<file path="src/rtl/pipeline_stall_ctrl.sv">
// rtl/pipeline_stall_ctrl.sv - hazard, MDU-busy and memory-wait stall controller
//
// Purpose: drives PC and FD/DE/EM/MW pipeline register enables and bubble
// controls of a five-stage pipeline. Resolves, in priority order, data-memory
// wait, then data hazards (Tuse/Tnew) and MDU busy conflicts. Tracks MDU
// occupancy with a small down-counter FSM and keeps a saturating count of
// cycles in which the PC was frozen.
//
// Ports:
//   clk                     pipeline clock, rising edge
//   reset                   asynchronous active-low reset
//   D_rs, D_rt              D-stage source registers
//   D_Tuse_rs, D_Tuse_rt    cycles until D needs rs/rt (3 = unused)
//   D_is_md                 D instruction touches HI/LO or starts the MDU
//   E_A3, M_A3              E/M destination register (0 = none)
//   E_Tnew, M_Tnew          cycles until E/M result is forwardable
//   E_md_start, E_md_div    E instruction starts MDU; 1 = divide
//   dm_wait                 data memory not ready this cycle
//   PC_en..MW_en            register enables
//   DE_reset..MW_reset      synchronous bubble inserts
//   md_busy                 MDU computing
//   stall_cycles            saturating count of PC_en = 0 cycles
module pipeline_stall_ctrl #(
  parameter int MULT_CYCLES = 5,
  parameter int DIV_CYCLES  = 10,
  parameter int CNT_W       = 4
) (
  input  logic        clk,
  input  logic        reset,
  input  logic [4:0]  D_rs,
  input  logic [4:0]  D_rt,
  input  logic [1:0]  D_Tuse_rs,
  input  logic [1:0]  D_Tuse_rt,
  input  logic        D_is_md,
  input  logic [4:0]  E_A3,
  input  logic [4:0]  M_A3,
  input  logic [1:0]  E_Tnew,
  input  logic [1:0]  M_Tnew,
  input  logic        E_md_start,
  input  logic        E_md_div,
  input  logic        dm_wait,
  output logic        PC_en,
  output logic        FD_en,
  output logic        DE_en,
  output logic        EM_en,
  output logic        MW_en,
  output logic        DE_reset,
  output logic        EM_reset,
  output logic        MW_reset,
  output logic        md_busy,
  output logic [31:0] stall_cycles
);

  typedef enum logic {
    IDLE = 1'b0,
    BUSY = 1'b1
  } md_state_e;

  md_state_e        state_q, state_d;
  logic [CNT_W-1:0] count_q, count_d;
  logic [31:0]      stall_cycles_q, stall_cycles_d;

  logic stall_rs, stall_rt, stall_md, stall;

  // Register $0 never carries a real dependency, so it is excluded up front.
  always_comb begin
    stall_rs = (D_rs != 5'd0) &&
               (((E_A3 == D_rs) && (D_Tuse_rs < E_Tnew)) ||
                ((M_A3 == D_rs) && (D_Tuse_rs < M_Tnew)));
    stall_rt = (D_rt != 5'd0) &&
               (((E_A3 == D_rt) && (D_Tuse_rt < E_Tnew)) ||
                ((M_A3 == D_rt) && (D_Tuse_rt < M_Tnew)));
    // A start sitting in E counts as busy so a following HI/LO reader waits.
    stall_md = D_is_md && ((state_q == BUSY) || E_md_start);
    stall    = stall_rs || stall_rt || stall_md;
  end

  always_comb begin
    PC_en    = 1'b1;
    FD_en    = 1'b1;
    DE_en    = 1'b1;
    EM_en    = 1'b1;
    MW_en    = 1'b1;
    DE_reset = 1'b0;
    EM_reset = 1'b0;
    MW_reset = 1'b0;
    if (dm_wait) begin
      // Freeze everything up to M; writeback receives a bubble so the
      // instruction in W is not retired twice.
      PC_en    = 1'b0;
      FD_en    = 1'b0;
      DE_en    = 1'b0;
      EM_en    = 1'b0;
      MW_reset = 1'b1;
    end else if (stall) begin
      PC_en    = 1'b0;
      FD_en    = 1'b0;
      DE_reset = 1'b1;
    end
  end

  always_comb begin
    state_d        = state_q;
    count_d        = count_q;
    stall_cycles_d = stall_cycles_q;
    case (state_q)
      IDLE: begin
        // A start under dm_wait is left for the next cycle: the instruction
        // is held in E and presents the start again.
        if (E_md_start && !dm_wait) begin
          state_d = BUSY;
          count_d = E_md_div ? CNT_W'(DIV_CYCLES) : CNT_W'(MULT_CYCLES);
        end
      end
      BUSY: begin
        // The MDU keeps computing through memory waits.
        if (count_q <= CNT_W'(1)) begin
          state_d = IDLE;
          count_d = '0;
        end else begin
          count_d = count_q - CNT_W'(1);
        end
      end
      default: begin
        state_d = IDLE;
        count_d = '0;
      end
    endcase
    if (!PC_en && (stall_cycles_q != 32'hFFFF_FFFF)) begin
      stall_cycles_d = stall_cycles_q + 32'd1;
    end
  end

  always_ff @(posedge clk or negedge reset) begin
    if (!reset) begin
      state_q        <= IDLE;
      count_q        <= '0;
      stall_cycles_q <= '0;
    end else begin
      state_q        <= state_d;
      count_q        <= count_d;
      stall_cycles_q <= stall_cycles_d;
    end
  end

  assign md_busy      = (state_q == BUSY);
  assign stall_cycles = stall_cycles_q;

endmodule

</file>
<file path="config.mk">
export PLATFORM = sky130hd
export DESIGN_NAME = pipeline_stall_ctrl
export DESIGN_NICKNAME = d
export VERILOG_FILES = /design/src/rtl/pipeline_stall_ctrl.sv
export SDC_FILE = /design/constraint.sdc
export NUM_CORES = 1
export LEC_CHECK = 0
export CAP_MARGIN = 5
export CORE_UTILIZATION = 43
export CTS_BUF_LIST = sky130_fd_sc_hd__clkbuf_8 sky130_fd_sc_hd__clkbuf_16
export DETAILED_ROUTE_END_ITERATION = 6
export PLACE_DENSITY = 0.87
export RECOVER_POWER = 50
export SKIP_CTS_REPAIR_TIMING = 1
export SLEW_MARGIN = 20
export SYNTH_ARGS = -nofsm -noshare
export SYNTH_HDL_FRONTEND = slang
export SYNTH_SLANG_ARGS = --single-unit
</file>
<file path="constraint.sdc">
create_clock -name clk -period 2.6 [get_ports clk]
set_clock_uncertainty 0.1 [all_clocks]
set_input_delay 0.52 -clock clk [delete_from_list [all_inputs] [get_ports clk]]
set_output_delay 0.52 -clock clk [all_outputs]
set_load 0.02 [all_outputs]
</file>
==> results by group <==
Outcome
  – Outcome: complete, but fails checks
  – Failing checks: max-capacitance violations, max-slew violations, negative setup slack

Yosys
  – Distinct cells, synth: 43
  – Async set or reset register ratio after synthesis: 1.00
  – Syn_nets: between 200 and 300
  – Synth Area per Inst: around 10 um^2
  – Share of the synthesized area in the top cell type: 0.371
  – Sequential share of the synthesized area: 0.371
  – Synth warnings: 0
  – Synth Instances: 242
  – Synth Cell Area: roughly 2500 um^2
  – EDFF count, synth: 0
  – Synth Flop Type: dfrtp_1
  – Synth top area cells: dfrtp_1, xor2_1, nor4_2
  – Cell taking the most area after synthesis: dfrtp_1
  – Synth Register Bits: 37

Route
  – Routed Antenna Nets: 0
  – Post-DR vias/cell: around 5.3
  – Met2 Routed Length: 3400 um
  – WL met1: about 2800 um
  – Highest metal layer with signal wires: met4
  – DRT Pass-1 Iters: 7
  – Met3 WL: 230 um
  – Final WL: ~6600 um
  – Avg WL per Cell: about 16 um
  – DR iter-0 viols: 75
  – Drt drc: 0
  – Via count: ~2.2k

Timing
  – Final worst setup slack: -0.0251 ns
  – Hold slack: roughly 0.38 ns
  – Achievable Freq: roughly 380 MHz
  – Final Hold Fails: 0
  – Tightest Pin Transition: between 1.5 and 2 ns
  – Final Max Tran Viols: 38
  – Worst rel slew slack: -0.284
  – Fin crit period: 2.63 ns
  – Final period util: 1.01
  – RSZ-0062 raised after global routing: true
  – Fin Setup TNS: -0.0526 ns
  – Final setup fails: 4

Clock network
  – TritonCTS Sinks: 37
  – CTS tree: built
  – Root Buffer: clkbuf_8
  – H-tree levels: 2
  – Clk pin slew, worst setup/hold paths: roughly 0.070 ns
  – CTS Buf Count: 5
  – Max clock buf depth: 2
  – Clock Latency Late Sink: roughly 0.30 ns

Critical path
  – Most used cell, CP: buf_4
  – Critical R2R Launch: stall_cycles[6]
  – CP Buf/Inv Count: 4
  – Arrival @ worst endpoint: 2.01 ns
  – Startpoint types: input pin
  – Critical path cell sequence: dlymetal6s2s_1 -> buf_4 -> xor2_1 -> nor4_1 -> nand4_1 -> a21oi_2 -> buf_4 -> nor3_4 -> buf_6
  – Reg2reg end: stall_cycles[31]
  – Top Family by Delay on Critical Path: buffers and inverters
  – Slowest CP cell: nor4_1
  – Largest stage delay on the critical path: roughly 0.33 ns
  – Crit path kind: in -> out
  – R2R cell count: 7
  – Critical path endpoint category: output pin
  – CP required: between 1.5 and 2 ns
  – CP max FO: 5
  – Setup slack, reg-to-reg: around 0.34 ns

Cells and area
  – Final Core Density: 0.699
  – Nets: about 380
  – Commonest non-fill, non-tap cell in the layout: dfrtp_1
  – Commonest non-fill, non-tap cells in the layout: dfrtp_1, xor2_1, buf_4, clkdlybuf4s50_1, dlymetal6s2s_1
  – Layout cells sized above 1: 0.331
  – Area grow syn2layout: 55.1%
  – Antenna fix cells: 0
  – Fillers: 390

Placed design
  – HPWL Detailed: 4730 um
  – Routability Congestion: about 0.95
  – PortBufs: slightly above 70

Global routing
  – Vias in the first global route: ~2.2k
  – Initial antenna violation count: 0
  – Global-route wire length before repair: approximately 10000 um
  – Gr usage total: 0.217
  – Largest net degree at the start of global routing: 38
  – Total gr overflow: 0

Floorplan
  – Number of top-level pins: 75
  – Die height: 78.2 um
  – Std cell rows: 27
  – DIE WIDTH: between 70 and 80 um
  – Die Area: about 6100 um^2
  – Initial Util: 0.451
  – CORE AREA: 5540 um^2

Pwr
  – PwrDens: roughly 670 nW/um^2
  – P_leak: between 1.5 and 2 nW
  – Worst VDD drop: roughly 460 uV

Hold path
  – Hold/Removal Path Class: reg -> reg
  – Hold Crit Start: stall_cycles[21]
  – Worst Hold End: stall_cycles[21]
  – WHS Path Cells: 1

Flow run
  – Max cap viols: 1
## layer usage
metal	vias to the layer above	global-route usage
met1	1068	0.279
li1	1046	-
met4	0	0.0907
met2	57	0.363
met3	18	0.0337
met5	-	0
## worst register-to-register path: cells and delay by family, from the launching register on
| kind | cells | cell delay (ns) |
|---|---|---|
| multiplexers | 1 | 0.32 |
| flip-flops | 1 | 0.47 |
| AND/OR/NAND/NOR | 6 | 1.24 |
## state kept, by name (all words and copies together), names as in the netlist
register / cells
count_q: 4
md_busy: 1
stall_cycles: 32
## per-stage QoR
stage          worst slack [ns]  instance area [um^2]  std cells  power (mW)
2_1_floorplan            0.0317                  2500        242        1.53
3_3_place_gp             -0.850                  3440        406        2.00
3_5_place_dp             -0.938                  3440        406        2.04
4_1_cts                  -0.956                  3560        414        2.56
5_1_grt                 -0.0745                  3870        416        2.76
6_report                -0.0251                  3870        416        2.59
## layout make-up
class                   count  area, um^2  area share
clock buffers               6        82.6      0.0213
clock inverters             2        33.8     0.00873
multi-input cells         185        1680       0.435
repair buffers            105        1020       0.263
inverters                   9        36.3     0.00937
flip-flops and latches     37         926       0.239
well taps                  72        90.1      0.0233
## Yosys cell counts (2+ instances only)
| library cell | n |
|---|---|
| nor4_2 | 12 |
| nand2_1 | 14 |
| nand3_1 | 13 |
| o22ai_1 | 2 |
| nor2_1 | 12 |
| a2111oi_0 | 2 |
| or4_1 | 2 |
| inv_1 | 9 |
| xor2_1 | 37 |
| nor3_1 | 3 |
| buf_4 | 6 |
| nor4b_2 | 5 |
| or2_2 | 2 |
| nand2_2 | 3 |
| nor3_2 | 10 |
| ha_1 | 7 |
| o21ai_0 | 4 |
| nand2b_1 | 5 |
| nor4_1 | 2 |
| or3_1 | 3 |
| xnor2_1 | 11 |
| buf_6 | 2 |
| conb_1 | 2 |
| buf_8 | 2 |
| mux2_1 | 2 |
| dfrtp_1 | 37 |
| a21oi_1 | 7 |
| and3_1 | 2 |
| nand4_1 | 10 |
## power breakdown
part / switching (mW) / internal [mW] / total [mW]
Clock: 0.208 / 0.309 / 0.517
Combinational: 0.591 / 0.559 / 1.15
Sequential: 0.191 / 0.737 / 0.928
Total: 0.990 / 1.60 / 2.59
## worst max-delay path by stage
stage,from,endpoint,slack [ns],cells after the start
6_report,D_rt[3],FD_en,-0.03,9
5_1_grt,E_Tnew[1],FD_en,-0.07,9
4_1_cts,E_Tnew[1],DE_reset,-0.96,9
3_5_place_dp,E_Tnew[1],DE_reset,-0.94,9
3_3_place_gp,M_Tnew[1],DE_reset,-0.85,9
2_1_floorplan,D_rt[1],PC_en,0.03,6
## kinds of logic after synthesis
kind of cell	count (synthesis)	share of synthesized area
compound gates	20	0.0521
xor+xnor	48	0.168
fa+ha+maj	7	0.0351
buf+inv	20	0.0541
flops	37	0.371
mux	3	0.0150
other cells	2	0.00301
simple gates	105	0.301
No activity file was read; power rests on OpenSTA's default activity.
